## src/rtl/vx_cache_bank_req_queue_if.sv

```systemverilog
// Request bundle between dispatch and a cache bank. The same bundle type is
// used on both sides of the per-bank queue: the producer drives the master
// modport, and the consumer receives on the slave modport and returns ready.
interface vx_cache_bank_req_queue_if #(
  parameter int NUM_PORTS       = 1,
  parameter int LINE_ADDR_WIDTH = 26,
  parameter int WORD_SEL_WIDTH  = 2,
  parameter int WORD_SIZE       = 4,
  parameter int REQ_SEL_WIDTH   = 2,
  parameter int TAG_WIDTH       = 3
);
  logic                                valid;
  logic [NUM_PORTS-1:0]                pmask;
  logic                                rw;
  logic [LINE_ADDR_WIDTH-1:0]          addr;
  logic [NUM_PORTS*WORD_SEL_WIDTH-1:0] wsel;
  logic [NUM_PORTS*WORD_SIZE-1:0]      byteen;
  logic [NUM_PORTS*WORD_SIZE*8-1:0]    data;
  logic [NUM_PORTS*REQ_SEL_WIDTH-1:0]  idx;
  logic [NUM_PORTS*TAG_WIDTH-1:0]      tag;
  logic                                ready;

  modport master (
    output valid, pmask, rw, addr, wsel, byteen, data, idx, tag,
    input  ready
  );

  modport slave (
    input  valid, pmask, rw, addr, wsel, byteen, data, idx, tag,
    output ready
  );
endinterface

```

## src/rtl/vx_cache_bank_req_queue.sv

```systemverilog
// Per-bank elastic request queue. Sits between the request dispatcher and one
// cache bank so bank stalls never reach the core-side ready combinationally:
// in_ready is a function of the held count (and reset) only.

// Small register-file slice: one write port, one asynchronous read port.
module vx_cache_bank_req_queue_ram #(
  parameter int DEPTH = 4,
  parameter int WIDTH = 8
) (
  input  logic                     clk,
  input  logic                     we_i,
  input  logic [$clog2(DEPTH)-1:0] waddr_i,
  input  logic [WIDTH-1:0]         wdata_i,
  input  logic [$clog2(DEPTH)-1:0] raddr_i,
  output logic [WIDTH-1:0]         rdata_o
);
  logic [WIDTH-1:0] mem_q [DEPTH];

  // Payload needs no reset: whether a slot is live is tracked by the pointers.
  always_ff @(posedge clk) begin
    if (we_i) mem_q[waddr_i] <= wdata_i;
  end

  assign rdata_o = mem_q[raddr_i];
endmodule

module vx_cache_bank_req_queue #(
  parameter int NUM_PORTS       = 1,
  parameter int LINE_ADDR_WIDTH = 26,
  parameter int WORD_SEL_WIDTH  = 2,
  parameter int WORD_SIZE       = 4,
  parameter int REQ_SEL_WIDTH   = 2,
  parameter int TAG_WIDTH       = 3,
  parameter int DEPTH           = 4,   // power of two, >= 2
  parameter int CTR_WIDTH       = 32
) (
  input  logic                          clk,
  input  logic                          reset,
  vx_cache_bank_req_queue_if.slave      in_bus,
  vx_cache_bank_req_queue_if.master     out_bus,
  output logic [$clog2(DEPTH+1)-1:0]    occupancy,
  output logic [CTR_WIDTH-1:0]          stall_cycles
);
  localparam int PTR_W = $clog2(DEPTH);
  localparam int CNT_W = $clog2(DEPTH+1);
  localparam int WSW   = WORD_SEL_WIDTH;
  localparam int BEW   = WORD_SIZE;
  localparam int DW    = WORD_SIZE*8;
  localparam int RSW   = REQ_SEL_WIDTH;
  localparam int TW    = TAG_WIDTH;

  // Fields shared by all ports of one request.
  typedef struct packed {
    logic [NUM_PORTS-1:0]       pmask;
    logic                       rw;
    logic [LINE_ADDR_WIDTH-1:0] addr;
  } hdr_req_t;

  // Fields carried per port.
  typedef struct packed {
    logic [WSW-1:0] wsel;
    logic [BEW-1:0] byteen;
    logic [DW-1:0]  data;
    logic [RSW-1:0] idx;
    logic [TW-1:0]  tag;
  } port_req_t;

  logic [PTR_W-1:0]     rd_ptr_q, rd_ptr_d;
  logic [PTR_W-1:0]     wr_ptr_q, wr_ptr_d;
  logic [CNT_W-1:0]     count_q, count_d;
  logic [CTR_WIDTH-1:0] stall_q, stall_d;
  logic                 push, pop;

  // Ready looks only at stored state, never at out_ready, so there is no
  // combinational path from the bank back to dispatch.
  assign in_bus.ready  = (count_q != CNT_W'(DEPTH)) && !reset;
  // Gating by reset blanks the head as soon as reset is sampled high.
  assign out_bus.valid = (count_q != '0) && !reset;

  assign push = in_bus.valid && in_bus.ready;
  assign pop  = out_bus.valid && out_bus.ready;

  assign occupancy    = reset ? '0 : count_q;
  assign stall_cycles = reset ? '0 : stall_q;

  // Header storage: one entry per slot, written and read as a unit with the
  // per-port lanes so a request is never split.
  hdr_req_t wr_hdr, rd_hdr;
  assign wr_hdr = '{pmask: in_bus.pmask, rw: in_bus.rw, addr: in_bus.addr};

  vx_cache_bank_req_queue_ram #(.DEPTH(DEPTH), .WIDTH($bits(hdr_req_t))) u_hdr (
    .clk     (clk),
    .we_i    (push),
    .waddr_i (wr_ptr_q),
    .wdata_i (wr_hdr),
    .raddr_i (rd_ptr_q),
    .rdata_o (rd_hdr)
  );

  assign out_bus.pmask = rd_hdr.pmask;
  assign out_bus.rw    = rd_hdr.rw;
  assign out_bus.addr  = rd_hdr.addr;

  // One storage lane per port, all sharing the same pointers.
  for (genvar p = 0; p < NUM_PORTS; p++) begin : g_lane
    port_req_t wr_port, rd_port;
    assign wr_port = '{
      wsel:   in_bus.wsel[p*WSW +: WSW],
      byteen: in_bus.byteen[p*BEW +: BEW],
      data:   in_bus.data[p*DW +: DW],
      idx:    in_bus.idx[p*RSW +: RSW],
      tag:    in_bus.tag[p*TW +: TW]
    };

    vx_cache_bank_req_queue_ram #(.DEPTH(DEPTH), .WIDTH($bits(port_req_t))) u_lane (
      .clk     (clk),
      .we_i    (push),
      .waddr_i (wr_ptr_q),
      .wdata_i (wr_port),
      .raddr_i (rd_ptr_q),
      .rdata_o (rd_port)
    );

    assign out_bus.wsel[p*WSW +: WSW]   = rd_port.wsel;
    assign out_bus.byteen[p*BEW +: BEW] = rd_port.byteen;
    assign out_bus.data[p*DW +: DW]     = rd_port.data;
    assign out_bus.idx[p*RSW +: RSW]    = rd_port.idx;
    assign out_bus.tag[p*TW +: TW]      = rd_port.tag;
  end

  // Next-state for pointers, count and the stall counter.
  always_comb begin
    rd_ptr_d = rd_ptr_q;
    wr_ptr_d = wr_ptr_q;
    count_d  = count_q;
    stall_d  = stall_q;
    if (push) wr_ptr_d = wr_ptr_q + PTR_W'(1);
    if (pop)  rd_ptr_d = rd_ptr_q + PTR_W'(1);
    case ({push, pop})
      2'b10:   count_d = count_q + CNT_W'(1);
      2'b01:   count_d = count_q - CNT_W'(1);
      default: count_d = count_q;
    endcase
    if (out_bus.valid && !out_bus.ready) stall_d = stall_q + CTR_WIDTH'(1);
  end

  // Control state register; pointers wrap naturally at the power-of-two depth.
  always_ff @(posedge clk) begin
    if (reset) begin
      rd_ptr_q <= '0;
      wr_ptr_q <= '0;
      count_q  <= '0;
      stall_q  <= '0;
    end else begin
      rd_ptr_q <= rd_ptr_d;
      wr_ptr_q <= wr_ptr_d;
      count_q  <= count_d;
      stall_q  <= stall_d;
    end
  end

  // Protocol checks on the dispatch side and internal count sanity.
  a_pmask_nonzero: assert property (@(posedge clk) disable iff (reset)
    in_bus.valid |-> (in_bus.pmask != '0));

  a_hold_stable: assert property (@(posedge clk) disable iff (reset)
    (in_bus.valid && !in_bus.ready) |=> (in_bus.valid &&
      $stable({in_bus.pmask, in_bus.rw, in_bus.addr, in_bus.wsel,
               in_bus.byteen, in_bus.data, in_bus.idx, in_bus.tag})));

  a_count_bound: assert property (@(posedge clk) count_q <= CNT_W'(DEPTH));
endmodule

```

## src/flat_wrapper.sv

```systemverilog
// flat-port wrapper written by rule: the top's interface ports become plain ports
module vx_cache_bank_req_queue_flat 
#(
  parameter int NUM_PORTS       = 1,
  parameter int LINE_ADDR_WIDTH = 26,
  parameter int WORD_SEL_WIDTH  = 2,
  parameter int WORD_SIZE       = 4,
  parameter int REQ_SEL_WIDTH   = 2,
  parameter int TAG_WIDTH       = 3,
  parameter int DEPTH           = 4,                        
  parameter int CTR_WIDTH       = 32
)
  (clk, reset, occupancy, stall_cycles, in_bus_valid, in_bus_pmask, in_bus_rw, in_bus_addr, in_bus_wsel, in_bus_byteen, in_bus_data, in_bus_idx, in_bus_tag, in_bus_ready, out_bus_valid, out_bus_pmask, out_bus_rw, out_bus_addr, out_bus_wsel, out_bus_byteen, out_bus_data, out_bus_idx, out_bus_tag, out_bus_ready);
  vx_cache_bank_req_queue_if #(.NUM_PORTS(NUM_PORTS), .LINE_ADDR_WIDTH(LINE_ADDR_WIDTH), .WORD_SEL_WIDTH(WORD_SEL_WIDTH), .WORD_SIZE(WORD_SIZE), .REQ_SEL_WIDTH(REQ_SEL_WIDTH), .TAG_WIDTH(TAG_WIDTH)) in_bus_i ();
  vx_cache_bank_req_queue_if #(.NUM_PORTS(NUM_PORTS), .LINE_ADDR_WIDTH(LINE_ADDR_WIDTH), .WORD_SEL_WIDTH(WORD_SEL_WIDTH), .WORD_SIZE(WORD_SIZE), .REQ_SEL_WIDTH(REQ_SEL_WIDTH), .TAG_WIDTH(TAG_WIDTH)) out_bus_i ();
  input  logic clk;
  input  logic reset;
  output logic [$clog2(DEPTH+1)-1:0] occupancy;
  output logic [CTR_WIDTH-1:0] stall_cycles;
  input wire logic [$bits(in_bus_i.valid)-1:0] in_bus_valid;
  input wire logic [$bits(in_bus_i.pmask)-1:0] in_bus_pmask;
  input wire logic [$bits(in_bus_i.rw)-1:0] in_bus_rw;
  input wire logic [$bits(in_bus_i.addr)-1:0] in_bus_addr;
  input wire logic [$bits(in_bus_i.wsel)-1:0] in_bus_wsel;
  input wire logic [$bits(in_bus_i.byteen)-1:0] in_bus_byteen;
  input wire logic [$bits(in_bus_i.data)-1:0] in_bus_data;
  input wire logic [$bits(in_bus_i.idx)-1:0] in_bus_idx;
  input wire logic [$bits(in_bus_i.tag)-1:0] in_bus_tag;
  output wire logic [$bits(in_bus_i.ready)-1:0] in_bus_ready;
  output wire logic [$bits(out_bus_i.valid)-1:0] out_bus_valid;
  output wire logic [$bits(out_bus_i.pmask)-1:0] out_bus_pmask;
  output wire logic [$bits(out_bus_i.rw)-1:0] out_bus_rw;
  output wire logic [$bits(out_bus_i.addr)-1:0] out_bus_addr;
  output wire logic [$bits(out_bus_i.wsel)-1:0] out_bus_wsel;
  output wire logic [$bits(out_bus_i.byteen)-1:0] out_bus_byteen;
  output wire logic [$bits(out_bus_i.data)-1:0] out_bus_data;
  output wire logic [$bits(out_bus_i.idx)-1:0] out_bus_idx;
  output wire logic [$bits(out_bus_i.tag)-1:0] out_bus_tag;
  input wire logic [$bits(out_bus_i.ready)-1:0] out_bus_ready;
  assign in_bus_i.valid = in_bus_valid;
  assign in_bus_i.pmask = in_bus_pmask;
  assign in_bus_i.rw = in_bus_rw;
  assign in_bus_i.addr = in_bus_addr;
  assign in_bus_i.wsel = in_bus_wsel;
  assign in_bus_i.byteen = in_bus_byteen;
  assign in_bus_i.data = in_bus_data;
  assign in_bus_i.idx = in_bus_idx;
  assign in_bus_i.tag = in_bus_tag;
  assign in_bus_ready = in_bus_i.ready;
  assign out_bus_valid = out_bus_i.valid;
  assign out_bus_pmask = out_bus_i.pmask;
  assign out_bus_rw = out_bus_i.rw;
  assign out_bus_addr = out_bus_i.addr;
  assign out_bus_wsel = out_bus_i.wsel;
  assign out_bus_byteen = out_bus_i.byteen;
  assign out_bus_data = out_bus_i.data;
  assign out_bus_idx = out_bus_i.idx;
  assign out_bus_tag = out_bus_i.tag;
  assign out_bus_i.ready = out_bus_ready;
  vx_cache_bank_req_queue #(.NUM_PORTS(NUM_PORTS), .LINE_ADDR_WIDTH(LINE_ADDR_WIDTH), .WORD_SEL_WIDTH(WORD_SEL_WIDTH), .WORD_SIZE(WORD_SIZE), .REQ_SEL_WIDTH(REQ_SEL_WIDTH), .TAG_WIDTH(TAG_WIDTH), .DEPTH(DEPTH), .CTR_WIDTH(CTR_WIDTH)) u_core (.clk(clk), .reset(reset), .in_bus(in_bus_i), .out_bus(out_bus_i), .occupancy(occupancy), .stall_cycles(stall_cycles));
endmodule
```

## config.mk

```make
export PLATFORM = sky130hd
export DESIGN_NAME = vx_cache_bank_req_queue_flat
export DESIGN_NICKNAME = d
export VERILOG_FILES = /design/src/rtl/vx_cache_bank_req_queue_if.sv /design/src/rtl/vx_cache_bank_req_queue.sv /design/src/flat_wrapper.sv
export SDC_FILE = /design/constraint.sdc
export NUM_CORES = 1
export LEC_CHECK = 0
export BUFFER_PORTS_ARGS = -buffer_cell sky130_fd_sc_hd__buf_2
export CELL_PAD_IN_SITES_DETAIL_PLACEMENT = 1
export CELL_PAD_IN_SITES_GLOBAL_PLACEMENT = 1
export CORE_UTILIZATION = 49
export DETAILED_ROUTE_END_ITERATION = 8
export MAX_ROUTING_LAYER = met4
export PLACE_DENSITY_LB_ADDON = 0.1
export SKIP_CTS_REPAIR_TIMING = 1
export SYNTH_ARGS = -nofsm -noshare
export SYNTH_HDL_FRONTEND = slang
export SYNTH_HIERARCHICAL = 1
export SYNTH_SLANG_ARGS = --single-unit
```

## constraint.sdc

```tcl
create_clock -name clk -period 5.5 [get_ports clk]
set_clock_uncertainty 0.1 [all_clocks]
set_input_delay 0.825 -clock clk [delete_from_list [all_inputs] [get_ports clk]]
set_output_delay 0.825 -clock clk [all_outputs]
set_load 0.1 [all_outputs]
```

==> metrics, run 1 <==
status=completed; crit path DAT=about 2.9 ns; CP max-delay cell=dfxtp_4; Slew @ Worst Pin=1.18 ns; max-cap viol count=0; Setup TNS=0 ns; sequential fraction of the synthesis area=approximately three quarters; crit-path cells=buf_4 -> mux4_1 -> buf_2; Cell Area, Synth=between 10000 and 15000 sq um; Hold Crit Class=in -> reg; fillers=approximately 2.3k; worst endpoint required time=around 4.6 ns; Peak Freq=between 200 and 300 MHz; Vias/cell=5.40; GRT Resource Usage Total=around a fifth; synth top area cells=edfxtp_1, mux4_2, dfxtp_1, mux4_1, xor2_1; antenna violations before repair=1; Fin. Hold Viols=0; io pins=183; post-layout minimum cycle time=around 3.8 ns; clock sinks=323; post-DP HPWL=around 15000 um; ratio of cells with drive above 1 in the final layout=between 30% and 40%; wire length of the first global-routing pass=38600 um; Tcrit/Tclk final=around 69%; final setup vio count=0; initial core utilization=roughly 50%; PD cells=approximately 410 nW/um^2; clk root buf=clkbuf_16; Rows=between 50 and 60; hold path endpoint=u_core/u_hdr/mem_q[0][15]; Area Overhead vs Synth=19.3%; Max FO, Critical Path=47; Yosys warning total=6; R2R Setup Slk=between 2 and 3 ns; Placed Cells=1118; core outline area=between 20000 and 30000 sq um; Clk pin slew, worst setup/hold paths=0.06 ns; r2r worst-path depth=5; CTS tree=yes; hold_sp=in_bus_addr[15]; area share of the largest cell type after synthesis=68.4%; Iteration-0 DRC Markers=318; post-synth top area cell=edfxtp_1; Slew Limit Fails=0; Nets=~900; RR Startpoint=u_core/count_q[0]; TritonCTS Buffers=36; Mean Syn Cell Area=20.0 sq um; vias in the first global route=6980; via count=about 6.4k; Die Wd=approximately 160 um; unrepaired setup endpoints after global routing=no; Yosys cell types=41; hold depth=1; H-tree depth=2; Routed Antenna Nets=0; total power=6.16 mW; Slew HR=between 20% and 30%; Leak=~5.2 nW; Avg WL per Cell=20.8 um; final WL=around 25000 um; largest net degree at the start of global routing=73; Die Height=around 160 um; Net Count, Synth=between 700 and 800; #FFs+latches synth=~320; Finished Layout Cells=1183; worst-case clock buffer depth=3; worst r2r dst=u_core/g_lane[0].u_lane/mem_q[1][15]; total global routing overflow=0; die area=26100 sq um; Peak VDD IR=around 0.3 mV; Syn Inst Count=624; crit-path max cell delay=between 0.9 and 1 ns; CP Class=reg -> out; Clk Latency, worst-skew pair=around 0.5 ns; gp weighted congestion=0.754; IO Port Bufs=~180; First-pass DRT Iterations=4; # DRC=0; CP Capture Type=output port; CP Launch Type=flip-flop
worst max path at each step:
stage,depth (start not counted),end,from
floorplan,5,u_core/g_lane[0].u_lane/mem_q[0][0],reset
global placement,5,u_core/g_lane[0].u_lane/mem_q[1][19],reset
detailed placement,5,u_core/g_lane[0].u_lane/mem_q[2][19],reset
CTS,3,out_bus_addr[5],u_core/rd_ptr_q[0]
global route,3,out_bus_addr[5],u_core/rd_ptr_q[0]
finish,3,out_bus_addr[5],u_core/rd_ptr_q[0]
critical path, delay by kind of cell (launching register included):
kind                   cells  cell delay (ns)
flip-flops                 1             0.96
multiplexers               1             0.64
buffers and inverters      2             0.75
cells by family after synthesis:
family,share of synthesized area (%)
xor gates and xnor gates,2.46
DFF,74.7
and+or+nand+nor,6.93
adders and majority gates,0.361
muxes,13.2
buffers and inverters,1.97
AOI/OAI and AO/OA,0.351
layer usage:
layer  vias to the layer above  part of all wire (%)  GRT usage (%)
met5                         -                     0              -
met4                         0                   1.7           5.53
met3                        38                   4.6           3.44
met2                       159                    51           33.5
met1                      3299                    43           25.5
li1                       2889                     -              -
stage by stage:
step | setup slack [ns] | utilization, % | instance area (sq um) | hold WS [ns]
floorplan | 0.127 | - | 12500 | 0.360
global placement | 2.12 | 54.5 | 13700 | 0.388
detailed placement | 2.03 | 54.5 | 13700 | 0.423
CTS | 1.61 | 59.4 | 14900 | 0.413
global route | 1.51 | 59.4 | 14900 | 0.425
finish | 1.71 | 59.4 | 14900 | 0.441
cell usage after synthesis, drive strengths merged:
cell type	number
ha	2
a21oi	4
or4	1
mux2i	1
or3	3
nor3	7
nor2	46
buf	17
nand4	13
inv	5
fa	1
nor3b	2
nor4	4
edfxtp	284
nand2	13
and3b	4
nand4b	3
mux4	71
dfxtp	39
a31oi	1
o21ai	2
xor2	29
nand3	17
o31ai	1
nor2b	34
xnor2	6
clkbuf	9
and2	1
and3	3
and4	1
area by class of cell:
cell class | instances | area, sq um | area share, %
inverter | 5 | 18.8 | 0.126
clock inverter | 21 | 249 | 1.68
timing repair buffer | 190 | 971 | 6.53
multi-input combinational | 270 | 2940 | 19.7
sequential | 323 | 9320 | 62.7
tap | 330 | 413 | 2.78
clock buffer | 43 | 958 | 6.45
antenna | 1 | 2.50 | 0.0168
where the power goes:
part / internal [mW] / switching [mW] / total (mW)
Combinational: 0.213 / 0.753 / 0.967
Clock: 1.52 / 0.891 / 2.41
Sequential: 2.73 / 0.0575 / 2.78
Total: 4.46 / 1.70 / 6.16
placed cells by master, fill, tap and decap left out, types with 3 or more instances in the layout:
cell and instances:
a21oi_1 4, buf_2 182, buf_4 8, bufinv_16 6
clkbuf_1 5, clkbuf_16 37, clkinv_1 8, clkinv_2 6
dfxtp_1 37, edfxtp_1 284, inv_1 5, mux4_1 11
mux4_2 60, nand2_1 13, nand3_1 16, nand4_1 12
nor2_1 46, nor2b_1 34, nor3_1 4, or3_1 3
xnor2_1 6, xor2_1 29
sequential cells by signal (all words and copies together) (netlist names):
signal,cells
u_core/wr_ptr_q,2
u_core/rd_ptr_q,2
u_core/g_lane.u_lane/mem_q,172
u_core/count_q,3
u_core/stall_q,32
u_core/u_hdr/mem_q,112
(Power assumes the default switching activity.)
==> run 2: changes to the inputs <==
--- a/config.mk
+++ b/config.mk
@@ -5,10 +5,11 @@
 export SDC_FILE = /design/constraint.sdc
 export NUM_CORES = 1
 export LEC_CHECK = 0
+export ABC_AREA = 1
 export BUFFER_PORTS_ARGS = -buffer_cell sky130_fd_sc_hd__buf_2
 export CELL_PAD_IN_SITES_DETAIL_PLACEMENT = 1
 export CELL_PAD_IN_SITES_GLOBAL_PLACEMENT = 1
-export CORE_UTILIZATION = 49
+export CORE_UTILIZATION = 45
 export DETAILED_ROUTE_END_ITERATION = 8
 export MAX_ROUTING_LAYER = met4
 export PLACE_DENSITY_LB_ADDON = 0.1
==> constraint.sdc (replaced) <==
create_clock -name clk -period 3.8 [get_ports clk]
set_clock_uncertainty 0.1 [all_clocks]
set_input_delay 0.57 -clock clk [delete_from_list [all_inputs] [get_ports clk]]
set_output_delay 0.57 -clock clk [all_outputs]
set_load 0.1 [all_outputs]
==> run 2 against run 1 <==
Net effect:
- register-to-register slack got worse by 1.3 ns
- via count increased by 62%
- design area increased by 14%
- sequential power increased by 43%
- global-route usage increased by 3.0 points
- clock power increased by 46%
- utilization decreased by 5.7 points
- synthesized area increased by 16%
- first-iteration DRC count increased by 38%
- combinational power increased by 20%
- total power increased by 40%
- largest cell class unchanged
- highest routed layer unchanged
==> metrics, run 2 <==
Seq pwr share=46.0% (was 45.2%); Synth async-reset ratio=0% (unchanged); top post-synthesis cells by count=nand2_1, inv_1, edfxtp_1 (was edfxtp_1, mux4_2, nor2_1); worst r2r dst=u_core/count_q[2] (was u_core/g_lane[0].u_lane/mem_q[1][15]); CP Class=reg -> out (unchanged); R2R Setup Slk=1.48 ns (was 2.82 ns); Yosys cell types=31 (was 41); Clk pwr share=40.6% (was 39.1%); Synth Flop Type=edfxtp_1 (unchanged); io pins=183 (unchanged); final WL=35600 um (was 24700 um); adder-cell area share of the yosys netlist=0.312% (was 0.361%); final core utilization=53.7% (was 59.4%); Mean Syn Cell Area=9.53 sq um (was 20.0 sq um); CTS tree=yes (unchanged); initial core utilization=45.7% (was 49.8%); Die Wd=181 um (was 161 um); unrepaired setup endpoints after global routing=no (unchanged); sequential fraction of the synthesis area=64.6% (was 74.7%); Fin. Hold Viols=0 (unchanged); Yosys warning total=6 (unchanged); Iteration-0 DRC Markers=440 (was 318); First-pass DRT Iterations=4 (unchanged); hold_sp=in_bus_addr[9] (was in_bus_addr[15]); total power=8.64 mW (was 6.16 mW); status=completed (unchanged); hold depth=1 (unchanged); Clk pin slew, worst setup/hold paths=0.06 ns (about the same); CP Capture Type=output port (unchanged); largest net degree at the start of global routing=63 (was 73); PD cells=510 nW/um^2 (was 414 nW/um^2); clk root buf=clkbuf_16 (unchanged); worst slack, placed=1.11 ns (was 2.03 ns); Slew Limit Fails=0 (unchanged); synth top area cells=edfxtp_1, nand2_1, inv_1, nand3_1, dfxtp_1 (was edfxtp_1, mux4_2, dfxtp_1, mux4_1, xor2_1); core outline area=31600 sq um (was 25000 sq um); Area Overhead vs Synth=17.5% (was 19.3%); IO Port Bufs=182 (unchanged); CP Launch Type=flip-flop (unchanged); Rows=65 (was 58); most frequent cells in the layout=nand2_1, inv_1, edfxtp_1 (was edfxtp_1, buf_2, mux4_2); Post-Synth Simple-Gate Area=21.9% (was 6.93%); via count=10.4k (was 6385); largest family of logic cells by synthesized area=simple AND/OR/NAND/NOR gates (was multiplexers); # DRC=0 (unchanged); die area=32800 sq um (was 26100 sq um); gp weighted congestion=0.766 (was 0.754); Slew HR=33.3% (was 21.2%); Cell Area, Synth=14400 sq um (was 12500 sq um); Vias/cell=4.85 (was 5.40); Finished Layout Cells=2139 (was 1183); wire length of the first global-routing pass=57400 um (was 38600 um); Nets=1779 (was 904); vias in the first global route=11.1k (was 6980); clock sinks=323 (unchanged); P_sw=2.44 mW (was 1.70 mW); post-synth top area cell=edfxtp_1 (unchanged); Syn Inst Count=1513 (was 624); Die Height=181 um (was 161 um); Tcrit/Tclk final=between 80% and 90%; RR Startpoint=u_core/count_q[2] (was u_core/count_q[0]); r2r worst-path depth=11 (was 5); worst endpoint required time=3.13 ns (was 4.58 ns); Peak VDD IR=0.359 mV (was 0.304 mV); max-cap viol count=0 (unchanged); worst-case clock buffer depth=3 (unchanged); Hold Crit Class=in -> reg (unchanged); Synth Area in XOR/XNOR=0% (was 2.46%); antenna violations before repair=6 (was 1); post-layout minimum cycle time=about 3.2 ns; Logic pwr share=13.4% (was 15.7%); Peak Freq=310 MHz; switching share of power=28.2% (was 27.6%); #FFs+latches synth=323 (unchanged); GRT Resource Usage Total=23.0% (was 20.0%); crit path DAT=2.55 ns (was 2.86 ns); most numerous cell in the Yosys netlist=nand2_1 (was edfxtp_1); Leak=7.66 nW (was 5.17 nW); final setup vio count=0 (unchanged); max reg flops=172 (unchanged); post-DP HPWL=22300 um (was 15100 um); Net Count, Synth=1591 (was 702); post-synthesis compound-gate area fraction=1.23% (was 0.351%); H-tree depth=2 (unchanged); Avg WL per Cell=16.6 um (was 20.8 um); ratio of cells with drive above 1 in the final layout=17.0% (was 37.1%); total global routing overflow=0 (unchanged); Setup WS post-layout=0.579 ns (was 1.71 ns); Clk Latency, worst-skew pair=0.52 ns (was 0.50 ns); area share of the largest cell type after synthesis=59.2% (was 68.4%); top flop regs=u_core/g_lane.u_lane/mem_q x172, u_core/u_hdr/mem_q x112, u_core/stall_q x32 (unchanged); Setup TNS=0 ns (unchanged); hold path endpoint=u_core/u_hdr/mem_q[2][9] (was u_core/u_hdr/mem_q[0][15]); Top reg by flops=u_core/g_lane.u_lane/mem_q (unchanged); multiplexer share of the synthesized area=0% (was 13.2%); TritonCTS Buffers=38 (was 36); Post-synth EDFFs=284 (unchanged); Cell Int Power=6.20 mW (was 4.46 mW); most common cell after layout, fill and taps aside=nand2_1 (was edfxtp_1); Routed Antenna Nets=0 (unchanged); Max FO, Critical Path=56 (was 47); Slew @ Worst Pin=1.00 ns (was 1.18 ns); Placed Cells=2063 (was 1118)
[run 2: cell types whose count changed after synthesis, moves of 29 or more]
cell     before  now
nor2b_1      34    0
nand3_1      16  160
nand2_1      13  427
nor2_1       46   89
inv_1         5  355
mux4_2       60    0
xor2_1       29    0
[run 2: routing by layer]
| metal | track usage [%] | vias up | wire length [um] |
|---|---|---|---|
| li1 | - | 5114 | - |
| met1 | 27.9 | 5020 | 15500 |
| met2 | 40.0 | 186 | 17900 |
| met3 | 3.33 | 51 | 1410 |
| met4 | 6.75 | 0 | 733 |
| met5 | - | - | 0 |
[run 2: power groups by stage]
stage	logic, mW	registers (mW)	clock network, mW
global placement	1.14	4.04	0
global route	1.23	3.98	3.73
CTS	1.17	3.97	3.60
finish	1.16	3.97	3.51
floorplan	0.919	4.03	0
detailed placement	1.16	4.04	0
[run 2: cell families after synthesis]
group / count (synthesis)
AOI/OAI and AO/OA: 34
adders and majority gates: 3
DFF: 323
buffers and inverters: 416
and+or+nand+nor: 737
[run 2: how the worst max path moves through the flow]
stage	from	end	slack (ns)
floorplan	reset	u_core/g_lane[0].u_lane/mem_q[2][0]	0.22
global placement	u_core/rd_ptr_q[0]	out_bus_addr[3]	1.13
detailed placement	u_core/rd_ptr_q[0]	out_bus_addr[3]	1.11
CTS	u_core/rd_ptr_q[0]	out_bus_addr[5]	0.50
global route	u_core/rd_ptr_q[0]	out_bus_addr[5]	0.38
finish	u_core/rd_ptr_q[0]	out_bus_addr[3]	0.58
[run 2: through the flow]
stage	hold slack (ns)	instance area (sq um)
2_1_floorplan	0.352	14500
3_3_place_gp	0.379	15700
3_5_place_dp	0.385	15700
4_1_cts	0.122	16900
5_1_grt	0.137	16900
6_report	0.149	16900
[run 2: final cells by class]
cell class / instances / area (sq um)
fill: 3638 / 14600
sequential: 323 / 9320
multi-input combinational: 774 / 3470
inverter: 361 / 1360
timing repair buffer: 203 / 1080
clock buffer: 50 / 1010
tap: 402 / 503
clock inverter: 20 / 189
antenna: 6 / 15.0
[run 2: worst max-delay path: stages (launching register included)]
cell	delay, ns
dfxtp_4	0.63
inv_2	0.51
nand2_1	0.19
nand3_1	0.15
nand2_1	0.10
buf_2	0.43
==> run 3: changes to the inputs <==
--- a/config.mk
+++ b/config.mk
@@ -5,11 +5,11 @@
 export SDC_FILE = /design/constraint.sdc
 export NUM_CORES = 1
 export LEC_CHECK = 0
-export ABC_AREA = 1
+export ABC_AREA = 0
 export BUFFER_PORTS_ARGS = -buffer_cell sky130_fd_sc_hd__buf_2
 export CELL_PAD_IN_SITES_DETAIL_PLACEMENT = 1
 export CELL_PAD_IN_SITES_GLOBAL_PLACEMENT = 1
-export CORE_UTILIZATION = 45
+export CORE_UTILIZATION = 44
 export DETAILED_ROUTE_END_ITERATION = 8
 export MAX_ROUTING_LAYER = met4
 export PLACE_DENSITY_LB_ADDON = 0.1
==> constraint.sdc (replaced) <==
create_clock -name clk -period 2.83 [get_ports clk]
set_clock_uncertainty 0.1 [all_clocks]
set_input_delay 0.4245 -clock clk [delete_from_list [all_inputs] [get_ports clk]]
set_output_delay 0.4245 -clock clk [all_outputs]
set_load 0.1 [all_outputs]
==> run 3 against run 2 <==
Net effect:
- critical path depth fell by 2
- non-clock buffer count fell by 2
- wire length fell by 31%
==> metrics, run 3 (synthesized netlist as in run 1, its figures left out) <==
clock sinks=323 (unchanged); Finished Layout Cells=1245 (was 2139); worst-case clock buffer depth=3 (unchanged); antenna violations before repair=3 (was 6); fillers=2562 (was 3638); # DRC=0 (unchanged); largest net degree at the start of global routing=50 (was 63); TritonCTS Buffers=36 (was 38); top flop regs=u_core/g_lane.u_lane/mem_q x172, u_core/u_hdr/mem_q x112, u_core/stall_q x32 (unchanged); CTS tree=yes (unchanged); H-tree depth=2 (unchanged); worst slack, placed=0.416 ns (was 1.11 ns); Leak=5.17 nW (was 7.66 nW); CP Capture Type=output port (unchanged); Die Height=170 um (was 181 um); post-layout minimum cycle time=around 2.7 ns; Clk Latency, worst-skew pair=0.51 ns (was 0.52 ns); Peak VDD IR=0.537 mV (was 0.359 mV); PD cells=768 nW/um^2 (was 510 nW/um^2); post-DP HPWL=15500 um (was 22300 um); clk root buf=clkbuf_16 (unchanged); end of the critical path=out_bus_data[17] (was out_bus_addr[3]); Nets=915 (was 1779); GRT Resource Usage Total=18.1% (was 23.0%); worst r2r dst=u_core/count_q[2] (unchanged); Tcrit/Tclk final=between 90% and 100%; Vias/cell=5.11 (was 4.85); CP Launch Type=flip-flop (unchanged); Slew @ Worst Pin=0.734 ns (was 1.00 ns); gp weighted congestion=0.755 (was 0.766); DP Area=13900 sq um (was 15700 sq um); hold_sp=in_bus_addr[4] (was in_bus_addr[9]); most common cell after layout, fill and taps aside=edfxtp_1 (was nand2_1); final non-filler cell area=15000 sq um (was 16900 sq um); Iteration-0 DRC Markers=411 (was 440); CP max-delay cell=dfxtp_4 (unchanged); vias in the first global route=7020 (was 11.1k); crit path DAT=2.16 ns (was 2.55 ns); Die Wd=170 um (was 181 um); unrepaired setup endpoints after global routing=no (unchanged); Avg WL per Cell=19.8 um (was 16.6 um); initial core utilization=44.7% (was 45.7%); wire length of the first global-routing pass=38300 um (was 57400 um); CP Class=reg -> out (unchanged); ratio of cells with drive above 1 in the final layout=37.4% (was 17.0%); crit-path cells=buf_4 -> mux4_2 -> buf_2 (was inv_2 -> nand2_1 -> nand3_1 -> nand2_1 -> buf_2); Max FO, Critical Path=26 (was 56); worst endpoint required time=2.31 ns (was 3.13 ns); Rows=61 (was 65); final setup vio count=0 (unchanged); core outline area=27900 sq um (was 31600 sq um); final WL=24700 um (was 35600 um); via count=6366 (was 10.4k); total global routing overflow=0 (unchanged); Fin. Hold Viols=0 (unchanged); final core utilization=53.8% (was 53.7%); io pins=183 (unchanged); Top reg by flops=u_core/g_lane.u_lane/mem_q (unchanged); Slew HR=50.6% (was 33.3%); Area Overhead vs Synth=20.3% (was 17.5%); IO Port Bufs=182 (unchanged); r2r worst-path depth=9 (was 11); Placed Cells=1175 (was 2063); Clk pin slew, worst setup/hold paths=0.06 ns (about the same); most frequent cells in the layout=edfxtp_1, buf_2, mux4_2 (was nand2_1, inv_1, edfxtp_1); status=completed (unchanged); Crit. Startpoint=u_core/rd_ptr_q[1] (was u_core/rd_ptr_q[0]); First-pass DRT Iterations=4 (unchanged); Slew Limit Fails=0 (unchanged); max reg flops=172 (unchanged); Hold Crit Class=in -> reg (unchanged); Setup WS post-layout=0.150 ns (was 0.579 ns); Routed Antenna Nets=0 (unchanged); crit-path max cell delay=0.60 ns (was 0.63 ns); die area=29000 sq um (was 32800 sq um); Peak Freq=373 MHz; R2R Setup Slk=0.55 ns (was 1.48 ns); RR Startpoint=u_core/count_q[2] (unchanged); max-cap viol count=0 (unchanged)
## run 3: changes by cell type in the layout (fill, tap and decap cells not counted), sizes merged, moves of 29 or more
cell	change
inv	-355
nand3	-148
nand2	-417
mux4	+71
nor2	-57
nor2b	+34
xor2	+29
## run 3: area by class of cell
cell class / instances / area, sq um / share of cell area, %
timing repair buffer: 201 / 1170 / 7.78
clock buffer: 48 / 967 / 6.45
clock inverter: 17 / 86.3 / 0.576
sequential: 323 / 9320 / 62.2
inverter: 5 / 18.8 / 0.125
tap: 378 / 473 / 3.16
multi-input combinational: 270 / 2950 / 19.7
antenna: 3 / 7.51 / 0.0501
## run 3: how the worst min path moves through the flow
stage                                           to  cells after the start
after floorplan                 u_core/stall_q[29]                      2
after global placement          u_core/stall_q[31]                      2
after detailed placement        u_core/stall_q[29]                      2
after CTS                 u_core/u_hdr/mem_q[3][4]                      1
after global routing      u_core/u_hdr/mem_q[3][4]                      1
final                     u_core/u_hdr/mem_q[3][4]                      1
## run 3: critical path, delay by kind of cell, from the launching register on
kind | cells | cell delay, ns
flip-flops | 1 | 0.60
multiplexers | 1 | 0.24
buffers and inverters | 2 | 0.77
## run 3: power breakdown
group | leakage (nW) | total, mW | switching [mW] | internal (mW)
Clock | 0.510 | 4.17 | 1.77 | 2.40
Sequential | 2.90 | 5.35 | 0.0500 | 5.30
Combinational | 1.77 | 1.99 | 1.54 | 0.455
## run 3: routing by layer
layer	track usage (%)	share of wire, %	up-vias
met1	21.2	42	3227
met2	30.7	50	166
met3	4.60	5.8	41
met5	-	0	-
met4	5.37	2.2	0
li1	-	-	2932
## run 3: stage by stage
stage               hold slack, ns  total power, mW  setup TNS [ns]
floorplan                    0.360             7.13          -21.38
global placement             0.412             7.42               0
detailed placement           0.415             7.45               0
CTS                        0.00526             11.6         -0.0110
global route               0.00971             11.9               0
finish                      0.0227             11.5               0
